<file path="src/rtl/apb_arb2.sv">
// apb_arb2: two-requester round-robin arbiter in front of a single APB master port.
// Each granted request runs one IDLE -> SETUP -> ACCESS transfer.
// The requester gets a one-cycle ack when pready is seen, or when the ACCESS-phase
// timeout expires; a timeout completes with err=1.
//
// Handshake: a requester raises reqN_valid with stable fields and holds them until
// respN_ack. respN_ack is a single-cycle pulse. respN_rdata and respN_err are valid
// while the ack is high and hold until the next ack. The APB side follows the
// standard SETUP/ACCESS protocol: the slave completes the transfer by driving pready
// during ACCESS.
module apb_arb2 #(
    parameter int TO_CYCLES = 16
) (
    input  logic        pclk,
    input  logic        preset,
    input  logic        req0_valid,
    input  logic        req1_valid,
    input  logic [31:0] req0_addr,
    input  logic [31:0] req1_addr,
    input  logic [31:0] req0_wdata,
    input  logic [31:0] req1_wdata,
    input  logic        req0_write,
    input  logic        req1_write,
    output logic        resp0_ack,
    output logic        resp1_ack,
    output logic [31:0] resp0_rdata,
    output logic [31:0] resp1_rdata,
    output logic        resp0_err,
    output logic        resp1_err,
    output logic [31:0] paddr,
    output logic [31:0] pwdata,
    output logic        psel,
    output logic        penable,
    output logic        pwrite,
    input  logic [31:0] prdata,
    input  logic        pready,
    input  logic        pslverr,
    output logic [1:0]  o_dbg_state
);

    typedef enum logic [1:0] {
        IDLE   = 2'd0,
        SETUP  = 2'd1,
        ACCESS = 2'd2
    } state_t;

    // The counter only needs to reach TO_CYCLES-1. It is kept at least one bit wide
    // so that TO_CYCLES of 0 or 1 still elaborates.
    localparam int CW = (TO_CYCLES > 1) ? $clog2(TO_CYCLES) : 1;

    state_t         r_state;
    logic           r_ptr;        // requester that wins a tie
    logic           r_gnt;        // requester owning the current transfer
    logic [CW-1:0]  r_to_cnt;
    logic [31:0]    r_paddr;
    logic [31:0]    r_pwdata;
    logic           r_psel;
    logic           r_penable;
    logic           r_pwrite;
    logic           r_ack0;
    logic           r_ack1;
    logic [31:0]    r_rdata0;
    logic [31:0]    r_rdata1;
    logic           r_err0;
    logic           r_err1;

    logic           w_el0;
    logic           w_el1;
    logic           w_any;
    logic           w_gnt;
    logic           w_to_hit;
    logic           w_done;
    logic           w_rsp_err;
    logic [31:0]    w_rsp_rdata;

    // A requester whose ack is high this cycle is still holding valid.
    // It must not be granted again on the same request.
    assign w_el0 = req0_valid & ~r_ack0;
    assign w_el1 = req1_valid & ~r_ack1;
    assign w_any = w_el0 | w_el1;
    // On a tie the pointer decides; otherwise the lone eligible requester wins.
    assign w_gnt = (w_el0 && w_el1) ? r_ptr : w_el1;

    assign w_to_hit    = (TO_CYCLES != 0) && ((int'(r_to_cnt) + 1) == TO_CYCLES);
    assign w_done      = pready || w_to_hit;
    // When pready completes the transfer, the response comes from the slave.
    // When the timeout ends it, the response is forced to an error.
    assign w_rsp_err   = pready ? pslverr : 1'b1;
    assign w_rsp_rdata = (pready && !r_pwrite) ? prdata : 32'd0;

    // Transfer FSM, arbitration pointer, APB outputs and responses, all registered.
    always_ff @(posedge pclk) begin
        if (preset) begin
            r_state   <= IDLE;
            r_ptr     <= 1'b0;
            r_gnt     <= 1'b0;
            r_to_cnt  <= '0;
            r_paddr   <= 32'd0;
            r_pwdata  <= 32'd0;
            r_psel    <= 1'b0;
            r_penable <= 1'b0;
            r_pwrite  <= 1'b0;
            r_ack0    <= 1'b0;
            r_ack1    <= 1'b0;
            r_rdata0  <= 32'd0;
            r_rdata1  <= 32'd0;
            r_err0    <= 1'b0;
            r_err1    <= 1'b0;
        end else begin
            r_ack0 <= 1'b0;
            r_ack1 <= 1'b0;
            case (r_state)
                IDLE: begin
                    if (w_any) begin
                        r_gnt    <= w_gnt;
                        r_ptr    <= ~w_gnt;
                        r_paddr  <= w_gnt ? req1_addr  : req0_addr;
                        r_pwdata <= w_gnt ? req1_wdata : req0_wdata;
                        r_pwrite <= w_gnt ? req1_write : req0_write;
                        r_psel   <= 1'b1;
                        r_state  <= SETUP;
                    end
                end
                SETUP: begin
                    r_penable <= 1'b1;
                    r_to_cnt  <= '0;
                    r_state   <= ACCESS;
                end
                ACCESS: begin
                    if (w_done) begin
                        r_psel    <= 1'b0;
                        r_penable <= 1'b0;
                        r_to_cnt  <= '0;
                        r_state   <= IDLE;
                        if (r_gnt) begin
                            r_ack1   <= 1'b1;
                            r_err1   <= w_rsp_err;
                            r_rdata1 <= w_rsp_rdata;
                        end else begin
                            r_ack0   <= 1'b1;
                            r_err0   <= w_rsp_err;
                            r_rdata0 <= w_rsp_rdata;
                        end
                    end else begin
                        r_to_cnt <= r_to_cnt + CW'(1);
                    end
                end
                default: begin
                    r_psel    <= 1'b0;
                    r_penable <= 1'b0;
                    r_state   <= IDLE;
                end
            endcase
        end
    end

    assign paddr       = r_paddr;
    assign pwdata      = r_pwdata;
    assign psel        = r_psel;
    assign penable     = r_penable;
    assign pwrite      = r_pwrite;
    assign resp0_ack   = r_ack0;
    assign resp1_ack   = r_ack1;
    assign resp0_rdata = r_rdata0;
    assign resp1_rdata = r_rdata1;
    assign resp0_err   = r_err0;
    assign resp1_err   = r_err1;
    assign o_dbg_state = r_state;

endmodule

</file>
<file path="config.mk">
export PLATFORM = sky130hd
export DESIGN_NAME = apb_arb2
export DESIGN_NICKNAME = d
export VERILOG_FILES = /design/src/rtl/apb_arb2.sv
export SDC_FILE = /design/constraint.sdc
export NUM_CORES = 1
export LEC_CHECK = 0
export BUFFER_PORTS_ARGS = -buffer_cell sky130_fd_sc_hd__clkbuf_2
export CAP_MARGIN = 20
export CORE_AREA = 2 2 117 119
export DETAILED_ROUTE_END_ITERATION = 16
export DIE_AREA = 0 0 119 121
export GPL_ROUTABILITY_DRIVEN = 0
export PLACE_DENSITY = 0.76
export SYNTH_ARGS = -nofsm -noshare
export SYNTH_HDL_FRONTEND = slang
export SYNTH_SLANG_ARGS = --single-unit
</file>
<file path="constraint.sdc">
create_clock -name pclk -period 2.8 [get_ports pclk]
set_clock_uncertainty 0.05 [all_clocks]
set_input_delay 0.28 -clock pclk [delete_from_list [all_inputs] [get_ports pclk]]
set_output_delay 0.28 -clock pclk [all_outputs]
set_load 0.05 [all_outputs]
</file>
==> impl_metrics.tcl <==
set metrics [dict create \
    design.die.area_um2 14400 \
    cts_hold_buffers 0 \
    synth_area_um2 5480 \
    synth_top_family_by_area "simple AND/OR/NAND/NOR gates" \
    hold_class "in2reg" \
    drc_errors 0 \
    post_cts_buffers 0 \
    status "finished, final reports clean" \
    final_cell_area_um2 7730 \
    routed_wl_um 16400 \
    fin_nets 1000 \
    powerDensity_nw_per_um2 748 \
    r2r_end "resp1_rdata[8]$_SDFFE_PP0P_" \
    numPortBuffers 304 \
    period_share_pct 71.4 \
    clock-root-buffer "clkbuf_16" \
    holdCritStartpoint "req0_addr[29]" \
    vdd_drop_max_v 0.000303 \
    critPathMaxFanout 35 \
    num_antenna_cells 0 \
    synth-compound-area-share_pct 14.2 \
    arrival_ns 2.22 \
    numClockSinks 143 \
    yosys.area_share.simple_pct 15.8 \
    die_y_um 121 \
    synth_area_leaders "dfxtp_1, a222oi_1, mux2i_1, nor2_1, and2_1" \
    seq_area_frac_synth_pct 52.2 \
    synthCells 543 \
    synth.distinct_cells 34 \
    finalHoldViolCount 0 \
    avgSynthCellArea_um2 10.1 \
    synth_edf_count 0 \
    synth_fp_nets 715 \
    yosysMostFrequentCell "dfxtp_1" \
    ys_seq_elements 143 \
    slew_headroom_pct 49.6 \
    areaGrowthSynthToFinish_pct 41.0 \
    post-synth-top-area-cell "dfxtp_1" \
    holdPathEnd "paddr[29]$_SDFFE_PP0P_" \
    synth.area.mux_share_pct 11.9 \
    crit_path_end_kind "flip-flop" \
    grt-ovfl-total 0 \
    final_layout_size_suffix_gt1_share_pct 42.0 \
    cts_buffers 17 \
    num_vias 5308 \
    initial_core_util_pct 41.9 \
    crit_chain "inv_1 > ha_1 > nand4_1 > o21ai_4 > buf_4 > mux2i_1 > nor2_1" \
    drt_iter0_drc 514 \
    maxCapViolations 0 \
    ios 305 \
    critPathMaxStageDelay_ns 0.51 \
    coreArea_um2 13100 \
    fp-row-count 42 \
    cts_tree "built" \
    htree_levels 4 \
    post-route-util_pct 59.1 \
    die_x_um 119 \
    rsz0062_at_grt "no" \
    startpoint_type "flip-flop" \
    r2r_start "o_dbg_state[0]$_SDFFE_PP0P_" \
    ys.flop_type "dfxtp_1" \
    cts_resized 0 \
    worst_r2r_path_depth 7 \
    dpl.hpwl_um 11700 \
    synthAdderAreaFrac_pct 0.913 \
    period_needed_ns 2.00 \
    power.leakage_uw 0.00356 \
    setup_violations 0 \
    yosysWarningCount 0 \
    antenna_found_initial 0 \
    async_flop_share_pct 0 \
    grt_start_max_net_pins 76 \
    path_clk_slew_ns 0.06 \
    yosysTopAreaCellShare_pct 52.2 \
    drv_slew 0 \
    cts_max_path_buffers 2 \
    worst-slew-pin-transition_ns 0.756 \
    fmaxAchievable_ghz 0.500 \
    antenna_left 0 \
    synth_xor_area_share_pct 0 \
    placed_cell_area_um2 7110 \
    fin_tns_setup_ns 0 \
    power.total_uw 5780 \
    fillerInstances 1152 \
    dr.pass1.iters 8 \
    r2r_setup_slack_ns 0.80 \
    holdPathStages 3 \
    grt_usage_pct 22.2 \
    avgViaCountPerCell 5.22 \
    grt_pass1_vias 4962 \
    synth_common_cells "dfxtp_1, nor2_1, a222oi_1, mux2i_1, and2_1" \
    routedWlPerCell_um 16.2 \
    clkLatencyLatePin_ns 0.41 \
    critPathSlowestCell "buf_4" \
    path_class "reg2reg" \
    grt_pass1_wl_um 25400 \
    crit_required_ns 3.02 \
]
stage by stage:
stage / std cells / hold WS (ns) / setup WS [ns]
3_3_place_gp: 984 / 0.422 / 0.852
4_1_cts: 1016 / 0.0392 / 0.776
6_report: 1017 / 0.0557 / 0.801
2_1_floorplan: 543 / 0.380 / 0.781
3_5_place_dp: 984 / 0.425 / 0.787
5_1_grt: 1017 / 0.0480 / 0.639
state kept, by name, summed over array words and instances (netlist names), 2 cells and up:
name         count
pwdata          32
resp0_rdata     32
o_dbg_state      2
r_to_cnt         4
resp1_rdata     32
paddr           32
per-layer routing:
metal | track usage, % | routed length [µm] | vias to the layer above
met5 | 0 | 0 | -
li1 | - | - | 2566
met2 | 37.1 | 8010 | 239
met3 | 7.24 | 1370 | 31
met4 | 9.30 | 419 | 0
met1 | 26.2 | 6640 | 2472
placed cells by master, fill, tap and decap left out, drive strengths merged, types with 3 or more instances in the layout:
cell type / Yosys / layout
clkbuf: 24 / 326
dfxtp: 143 / 143
nor2: 136 / 136
a222oi: 65 / 65
mux2i: 65 / 65
and2: 34 / 34
buf: 23 / 10
a21oi: 8 / 8
o21ai: 6 / 6
inv: 5 / 5
nand2: 4 / 4
ha: 4 / 4
clkinv: 0 / 4
nand3: 3 / 3
nor3: 3 / 3
clkinvlp: 0 / 3
logic make-up (layout without fill, tap and decap cells):
kind of cell	after synthesis	after routing
flip-flops	143	143
adder cells (fa/ha/maj)	4	4
buffers and inverters	52	350
multiplexers	65	65
AND/OR/NAND/NOR	194	194
AO/OA/AOI/OAI	85	85
worst max-delay path: cells and delay by family, from the launching register on:
family,cells,cell delay [ns]
AO/OA/AOI/OAI,1,0.14
adder cells (fa/ha/maj),1,0.24
flip-flops,1,0.32
multiplexers,1,0.27
AND/OR/NAND/NOR,2,0.22
buffers and inverters,2,0.61
area by class of cell:
type / count / area, µm² / share of cell area (%)
well taps: 176 / 220 / 2.85
flip-flops and latches: 143 / 2860 / 37.0
multi-input cells: 348 / 2390 / 30.9
inverters: 5 / 18.8 / 0.243
clock inverters: 9 / 106 / 1.38
repair buffers: 313 / 1630 / 21.1
clock buffers: 23 / 498 / 6.44
report_power, final:
| group | total (µW) | leakage [µW] | internal [µW] | switching [µW] |
|---|---|---|---|---|
| registers | 2250 | 0.00116 | 2170 | 75.9 |
| clock network | 2270 | 0.000291 | 1430 | 839 |
| logic | 1270 | 0.00210 | 396 | 870 |
| total | 5780 | 0.00356 | 3990 | 1780 |
worst max-delay path by stage:
stage,startpoint,endpoint,slack [ns],cells past startpoint
final,o_dbg_state[0]$_SDFFE_PP0P_,resp1_rdata[8]$_SDFFE_PP0P_,0.80,7
after global routing,o_dbg_state[0]$_SDFFE_PP0P_,resp1_rdata[13]$_SDFFE_PP0P_,0.64,7
after CTS,o_dbg_state[0]$_SDFFE_PP0P_,resp1_rdata[8]$_SDFFE_PP0P_,0.78,7
after detailed placement,o_dbg_state[0]$_SDFFE_PP0P_,resp1_rdata[8]$_SDFFE_PP0P_,0.79,7
after global placement,o_dbg_state[0]$_SDFFE_PP0P_,resp1_rdata[29]$_SDFFE_PP0P_,0.85,7
after floorplan,o_dbg_state[0]$_SDFFE_PP0P_,psel$_SDFFE_PP0P_,0.78,6
Power figures use the tool's default switching activity.
